===== src/rtl/alu_pkg.sv =====
// Shared encodings for the sequential ALU: operation codes and controller states.
package alu_pkg;

  typedef enum logic [3:0] {
    OP_ADD   = 4'b0000,
    OP_SUB   = 4'b0001,
    OP_ADC   = 4'b0010,
    OP_PASSA = 4'b0011,
    OP_PASSB = 4'b0100,
    OP_NOR   = 4'b0101,
    OP_XOR   = 4'b0110,
    OP_AND   = 4'b0111,
    OP_OR    = 4'b1000,
    OP_SLL   = 4'b1001,
    OP_SRL   = 4'b1010,
    OP_EQ    = 4'b1011,
    OP_LT    = 4'b1100,
    OP_RXOR  = 4'b1101,
    OP_MUL   = 4'b1110,
    OP_RSVD  = 4'b1111
  } alu_op_e;

  typedef enum logic [1:0] {
    ST_IDLE  = 2'd0,
    ST_SHIFT = 2'd1,
    ST_MUL   = 2'd2
  } alu_state_e;

endpackage


===== src/rtl/alu_iter_unit.sv =====
// Working registers and iteration counter for the one-bit-per-cycle shift and
// shift-add multiply; exposes the post-step value so the final step can be captured.
module alu_iter_unit #(
  parameter int unsigned W     = 8,
  parameter int unsigned CNT_W = $clog2(W + 1)
) (
  input  logic             clk,
  input  logic             reset,
  input  logic             load,
  input  logic             mul_sel,
  input  logic             left_sel,
  input  logic [W-1:0]     a,
  input  logic [W-1:0]     b,
  input  logic [CNT_W-1:0] cnt_init,
  input  logic             step,
  output logic             last,
  output logic [W-1:0]     res,
  output logic             sc
);

  logic [2*W-1:0] work;
  logic [2*W-1:0] work_n;
  logic [2*W-1:0] acc_n;
  logic [W-1:0]   mcand;
  logic [CNT_W-1:0] cnt;
  logic           is_mul;
  logic           is_left;
  logic [W:0]     psum;
  logic [W-1:0]   sh_n;
  logic           sh_out;

  always_comb begin
    // Multiplier sits in the low half; each step adds the multiplicand to the
    // high half when the current multiplier bit is set, then shifts right.
    psum   = {1'b0, work[2*W-1:W]} + (work[0] ? {1'b0, mcand} : '0);
    acc_n  = {psum, work[W-1:1]};
    sh_n   = '0;
    sh_out = 1'b0;
    if (is_left) begin
      {sh_out, sh_n} = {work[W-1:0], 1'b0};
    end else begin
      {sh_n, sh_out} = {1'b0, work[W-1:0]};
    end
    work_n = is_mul ? acc_n : {{W{1'b0}}, sh_n};
    res    = is_mul ? acc_n[W-1:0] : sh_n;
    sc     = is_mul ? (|acc_n[2*W-1:W]) : sh_out;
  end

  assign last = (cnt == CNT_W'(1));

  always_ff @(posedge clk or posedge reset) begin
    if (reset) begin
      work    <= '0;
      mcand   <= '0;
      cnt     <= '0;
      is_mul  <= 1'b0;
      is_left <= 1'b0;
    end else if (load) begin
      is_mul  <= mul_sel;
      is_left <= left_sel;
      cnt     <= cnt_init;
      mcand   <= a;
      work    <= mul_sel ? {{W{1'b0}}, b} : {{W{1'b0}}, a};
    end else if (step) begin
      cnt  <= cnt - CNT_W'(1);
      work <= work_n;
    end
  end

endmodule


===== src/rtl/alu_seq.sv =====
// Multi-cycle ALU with start/busy/done handshake; single-cycle ops resolve
// here, shifts and multiply iterate in alu_iter_unit.
module alu_seq
  import alu_pkg::*;
#(
  parameter int unsigned W     = 8,
  parameter int unsigned CNT_W = $clog2(W + 1)
) (
  input  logic         clk,
  input  logic         reset,
  input  logic         start,
  input  logic [3:0]   alu_cmd,
  input  logic [W-1:0] inA,
  input  logic [W-1:0] inB,
  input  logic         sc_i,
  output logic         busy,
  output logic         done,
  output logic [W-1:0] rslt,
  output logic         sc_o,
  output logic         zero,
  output logic         pari,
  output logic         one
);

  localparam logic [W-1:0]     W_B   = W'(W);
  localparam logic [CNT_W-1:0] W_CNT = CNT_W'(W);

  alu_state_e       state;
  alu_op_e          op;
  logic [CNT_W-1:0] shamt;
  logic [CNT_W-1:0] cnt_init;
  logic             is_shift;
  logic             iter_shift;
  logic             iter_mul;
  logic             it_load;
  logic             it_step;
  logic             it_last;
  logic [W-1:0]     it_res;
  logic             it_sc;
  logic [W:0]       sum;
  logic [W-1:0]     s_res;
  logic             s_sc;

  assign op         = alu_op_e'(alu_cmd);
  assign shamt      = (inB >= W_B) ? W_CNT : inB[CNT_W-1:0];
  assign is_shift   = (op == OP_SLL) || (op == OP_SRL);
  assign iter_shift = is_shift && (shamt != '0);
  assign iter_mul   = (op == OP_MUL);
  assign cnt_init   = iter_mul ? W_CNT : shamt;
  assign it_load    = (state == ST_IDLE) && start && (iter_shift || iter_mul);
  assign it_step    = (state != ST_IDLE);

  always_comb begin
    sum   = '0;
    s_res = '0;
    s_sc  = 1'b0;
    case (op)
      OP_ADD: begin
        sum   = {1'b0, inA} + {1'b0, inB};
        s_res = sum[W-1:0];
        s_sc  = sum[W];
      end
      OP_SUB: begin
        sum   = {1'b0, inA} - {1'b0, inB};
        s_res = sum[W-1:0];
        s_sc  = sum[W];
      end
      OP_ADC: begin
        sum   = {1'b0, inA} + {1'b0, inB} + {{W{1'b0}}, sc_i};
        s_res = sum[W-1:0];
        s_sc  = sum[W];
      end
      OP_PASSA: s_res = inA;
      OP_PASSB: s_res = inB;
      OP_NOR:   s_res = ~(inA | inB);
      OP_XOR:   s_res = inA ^ inB;
      OP_AND:   s_res = inA & inB;
      OP_OR:    s_res = inA | inB;
      OP_SLL, OP_SRL: s_res = inA;  // only reached for a zero shift amount
      OP_EQ:    s_res = {{(W-1){1'b0}}, (inA == inB)};
      OP_LT:    s_res = {{(W-1){1'b0}}, (inA < inB)};
      OP_RXOR:  s_res = {{(W-1){1'b0}}, ^inB};
      default:  s_res = '0;
    endcase
  end

  alu_iter_unit #(
    .W     (W),
    .CNT_W (CNT_W)
  ) u_iter (
    .clk      (clk),
    .reset    (reset),
    .load     (it_load),
    .mul_sel  (iter_mul),
    .left_sel (op == OP_SLL),
    .a        (inA),
    .b        (inB),
    .cnt_init (cnt_init),
    .step     (it_step),
    .last     (it_last),
    .res      (it_res),
    .sc       (it_sc)
  );

  always_ff @(posedge clk or posedge reset) begin
    if (reset) begin
      state <= ST_IDLE;
      busy  <= 1'b0;
      done  <= 1'b0;
      rslt  <= '0;
      sc_o  <= 1'b0;
    end else begin
      done <= 1'b0;
      case (state)
        ST_IDLE: begin
          if (start) begin
            if (iter_mul) begin
              state <= ST_MUL;
              busy  <= 1'b1;
            end else if (iter_shift) begin
              state <= ST_SHIFT;
              busy  <= 1'b1;
            end else begin
              rslt <= s_res;
              sc_o <= s_sc;
              done <= 1'b1;
            end
          end
        end
        ST_SHIFT, ST_MUL: begin
          if (it_last) begin
            state <= ST_IDLE;
            busy  <= 1'b0;
            done  <= 1'b1;
            rslt  <= it_res;
            sc_o  <= it_sc;
          end
        end
        default: begin
          state <= ST_IDLE;
          busy  <= 1'b0;
        end
      endcase
    end
  end

  assign zero = (rslt == '0);
  assign pari = ^rslt;
  assign one  = (rslt == W'(1));

endmodule


===== config.mk =====
export PLATFORM = sky130hd
export DESIGN_NAME = alu_seq
export DESIGN_NICKNAME = d
export VERILOG_FILES = /design/src/rtl/alu_pkg.sv /design/src/rtl/alu_iter_unit.sv /design/src/rtl/alu_seq.sv
export SDC_FILE = /design/constraint.sdc
export NUM_CORES = 1
export LEC_CHECK = 0
export CAP_MARGIN = 5
export CORE_MARGIN = 5
export CORE_UTILIZATION = 35
export CTS_CLUSTER_SIZE = 14
export DETAILED_ROUTE_END_ITERATION = 7
export PLACE_DENSITY = 0.64
export SYNTH_ARGS = -nofsm -noshare
export SYNTH_HDL_FRONTEND = slang
export SYNTH_SLANG_ARGS = --single-unit

===== constraint.sdc =====
create_clock -name clk -period 2.59 [get_ports clk]
set_input_delay 0.259 -clock clk [delete_from_list [all_inputs] [get_ports clk]]
set_output_delay 0.259 -clock clk [all_outputs]
set_load 0.01 [all_outputs]

==> results.cfg, run 1 <==
[run_status]
status = finished, violations left
violations = negative setup slack

[placed_design]
port_buffers = 37
place.gp.congestion = 0.9558
dp_hpwl_um = 13420

[global_routing]
grt.overflow.total = 0
grt_max_degree = 44
grt_pass1_wl_um = 26630
grt_pass1_vias = 5201
met3_usage = 0.01651
met1_usage = 0.2550
grtUsageMet2 = 0.3643
track_usage = 0.2067
antenna_found_initial = 0
busiest_layer = met2

[worst_setup_path]
cp.required_ps = 2750
worstPathMaxFanout = 5
worstRegToRegCells = 11
end_kind = flip-flop
cp-start-kind = flip-flop
critPathArrivalTime_ps = 2940
crit_type = reg -> reg

[cells_and_area]
drive_gt1_frac = 0.2859
syn2layout_area_growth_pct = 41.33
antenna_cells = 0
multi_input_area_mm2 = 0.003556
nFillCells = 1275
layout.nets = 820
regArea_mm2 = 0.001077

[yosys]
syn-instance-count = 597
synth_most_common_cell = o21ai_0
synth_edf_count = 0
synth_warnings = 0
synthesis.nets = 673
synth_area_leaders = dfrtp_1 23%, ha_1 13%, o21ai_0 5.6%, nand2_1 4.1%, inv_1 4.0%
synthArstFlopShare = 1.000
synth_top_area_cell = dfrtp_1
syn_avg_cell_area_um2 = 7.916
ys.flop_type = dfrtp_1
yosysTopAreaCellShare = 0.2277
synth_cell_types = 69
ys_top_cells_by_count = 53 x o21ai_0, 51 x nand2_1, 50 x inv_1
ys_ff_latch = 43
seq_area_frac_synth = 0.2277
syn_area_mm2 = 0.004726

[sta]
relSlewSlack = 0.5874
fin_crit_sh = 1.071
rsz0062_at_grt = true
fin_skew_ps = 5.470
hold_violations = 0
period_minus_slack_ps = 2774
setup_viol = 2
worstMarginPinSlew_ps = 617.7
fmax_mhz = 360.5
fin_ws_ps = -183.9
setup-tns-final_ps = -196.0
slew_viol_final = 0

[floorplanning]
start_util = 0.3569
die_w_um = 126.2
fp.dieH_um = 126.2
core_mm2 = 0.01324
rows = 42
die_area_mm2 = 0.01593
design.portCount = 38

[route]
via_per_inst = 5.518
vias = 5082
ant_nets = 0
dr.first_iter.drc_count = 369
route.detailed.drc = 0
wl_per_cell_um = 18.06
routed_wl_um = 16630
drtPass1Iterations = 5

[clocking]
clock_sinks = 43
path_clk_slew_ps = 60
htreeDepth = 2
cts_root_buf = clkbuf_16
clockBufferDepth = 2
clk_latency_ps = 280
numCtsBuffers = 5
tritoncts = built

[hold_path]
hold_path.class = in -> async

[flow_run]
maxCapViolCount = 0

[power_and_ir_drop]
power.total_mw = 5.300
ir_worst_vdd_mv = 0.3559
p_per_area_mw_per_mm2 = 793.6
p_leak_nw = 3.053
==> cell type report <==
class | instances | area share
Clock buffer | 6 | 0.02079
Clock inverter | 2 | 0.005245
Inverter | 50 | 0.02810
Multi-Input combinational cell | 471 | 0.5324
Sequential cell | 43 | 0.1613
Tap cell | 176 | 0.03297
Timing Repair Buffer | 173 | 0.2192
==> critical path: stages, from the launching register on <==
cell and delay [ps]:
dfrtp_2 420, and2_4 170, ha_4 130, inv_2 40, fa_2 410, nand2b_4 160
a21oi_2 160, nor2_1 90, or4_4 500, o41ai_2 340, buf_4 160, o211ai_1 70
==> per-stage QoR <==
| stage | util | hold slack, ps | area (um^2) | instances | worst slack, ps |
|---|---|---|---|---|---|
| global route | 0.5043 | 495.0 | 6679 | 921 | -290.4 |
| detailed placement | 0.4675 | 467.7 | 6191 | 904 | -621.3 |
| finish | 0.5043 | 443.0 | 6679 | 921 | -183.9 |
| CTS | 0.4969 | 444.1 | 6580 | 919 | -150.5 |
| global placement | 0.4675 | 460.6 | 6191 | 904 | -579.7 |
| floorplan | - | 412.7 | 4750 | 597 | 28.25 |
==> kinds of logic after synthesis <==
| kind of cell | Yosys count | share of synthesized area |
|---|---|---|
| AND/OR/NAND/NOR | 200 | 0.2147 |
| AO/OA/AOI/OAI | 171 | 0.2444 |
| buffers and inverters | 83 | 0.07254 |
| adder cells (fa/ha/maj) | 52 | 0.1424 |
| flip-flops | 43 | 0.2277 |
| multiplexers | 26 | 0.05745 |
| XOR/XNOR | 22 | 0.04077 |
==> flip-flops by register name, indices dropped and copies added (netlist names) <==
register and flops:
u_iter.cnt 4, u_iter.mcand 8, u_iter.work 16, done 1, rslt 8, sc_o 1, u_iter.is_left 1, busy 1
u_iter.is_mul 1, state 2
==> layer usage <==
layer | share of wire | vias to the layer above | wire (um)
met3 | 0.045 | 49 | 741
met1 | 0.42 | 2431 | 6933
li1 | - | 2428 | -
met5 | 0 | - | 0
met2 | 0.49 | 174 | 8096
met4 | 0.052 | 0 | 860
==> power breakdown <==
part           leakage (nW)  switching (mW)  internal (mW)
clock network        0.0868           0.253          0.479
logic                  2.42            1.71           1.63
registers             0.543           0.246          0.982
total                  3.05            2.21           3.09
==> layout by cell type, fill, tap and decap left out, drive strengths merged, types with 6 or more instances in the layout <==
cell | synthesis | final
clkdlybuf4s50 | 0 | 33
and2 | 10 | 10
a21oi | 28 | 28
nor4 | 6 | 6
mux2 | 9 | 9
nand3 | 16 | 16
nor2 | 47 | 47
inv | 50 | 49
nor2b | 10 | 10
nand2b | 11 | 11
xnor2 | 14 | 14
o31ai | 9 | 9
dfrtp | 43 | 43
buf | 18 | 136
clkbuf | 15 | 6
nand2 | 51 | 51
a22o | 6 | 6
o22ai | 6 | 6
mux2i | 17 | 17
xor2 | 8 | 8
a31oi | 12 | 12
ha | 49 | 49
a211oi | 9 | 9
o21ai | 54 | 54
nor3 | 19 | 19
==> what timing repair did <==
item                                    4_1_cts  5_1_grt
hold buffers                                  0        0
resized for setup                            38       24
endpoints found under the setup margin       11       25
pin swaps                                    20        6
setup buffers                                 7        2
==> worst paths after layout <==
path | to | from | slack [ps]
worst max-delay path | sc_o$_DFFE_PP0P_ | u_iter.work[0]$_DFFE_PP0P_ | -180
worst min-delay path | u_iter.work[14]$_DFFE_PP0P_ | reset | 440
worst max register to register | sc_o$_DFFE_PP0P_ | u_iter.work[0]$_DFFE_PP0P_ | -180
worst min register to register | u_iter.mcand[2]$_DFFE_PP0P_ | u_iter.mcand[2]$_DFFE_PP0P_ | 480
max in group asynchronous | u_iter.work[0]$_DFFE_PP0P_ | reset | 1730
min in group clk | u_iter.mcand[2]$_DFFE_PP0P_ | u_iter.mcand[2]$_DFFE_PP0P_ | 480
No activity file was read; power rests on OpenSTA's default activity.
==> run 2, diff against run 1 <==
- CTS_CLUSTER_DIAMETER: not set -> 150
==> results of run 2 <==
Same layout as run 1: the final DEF is identical, and so are final timing and power.
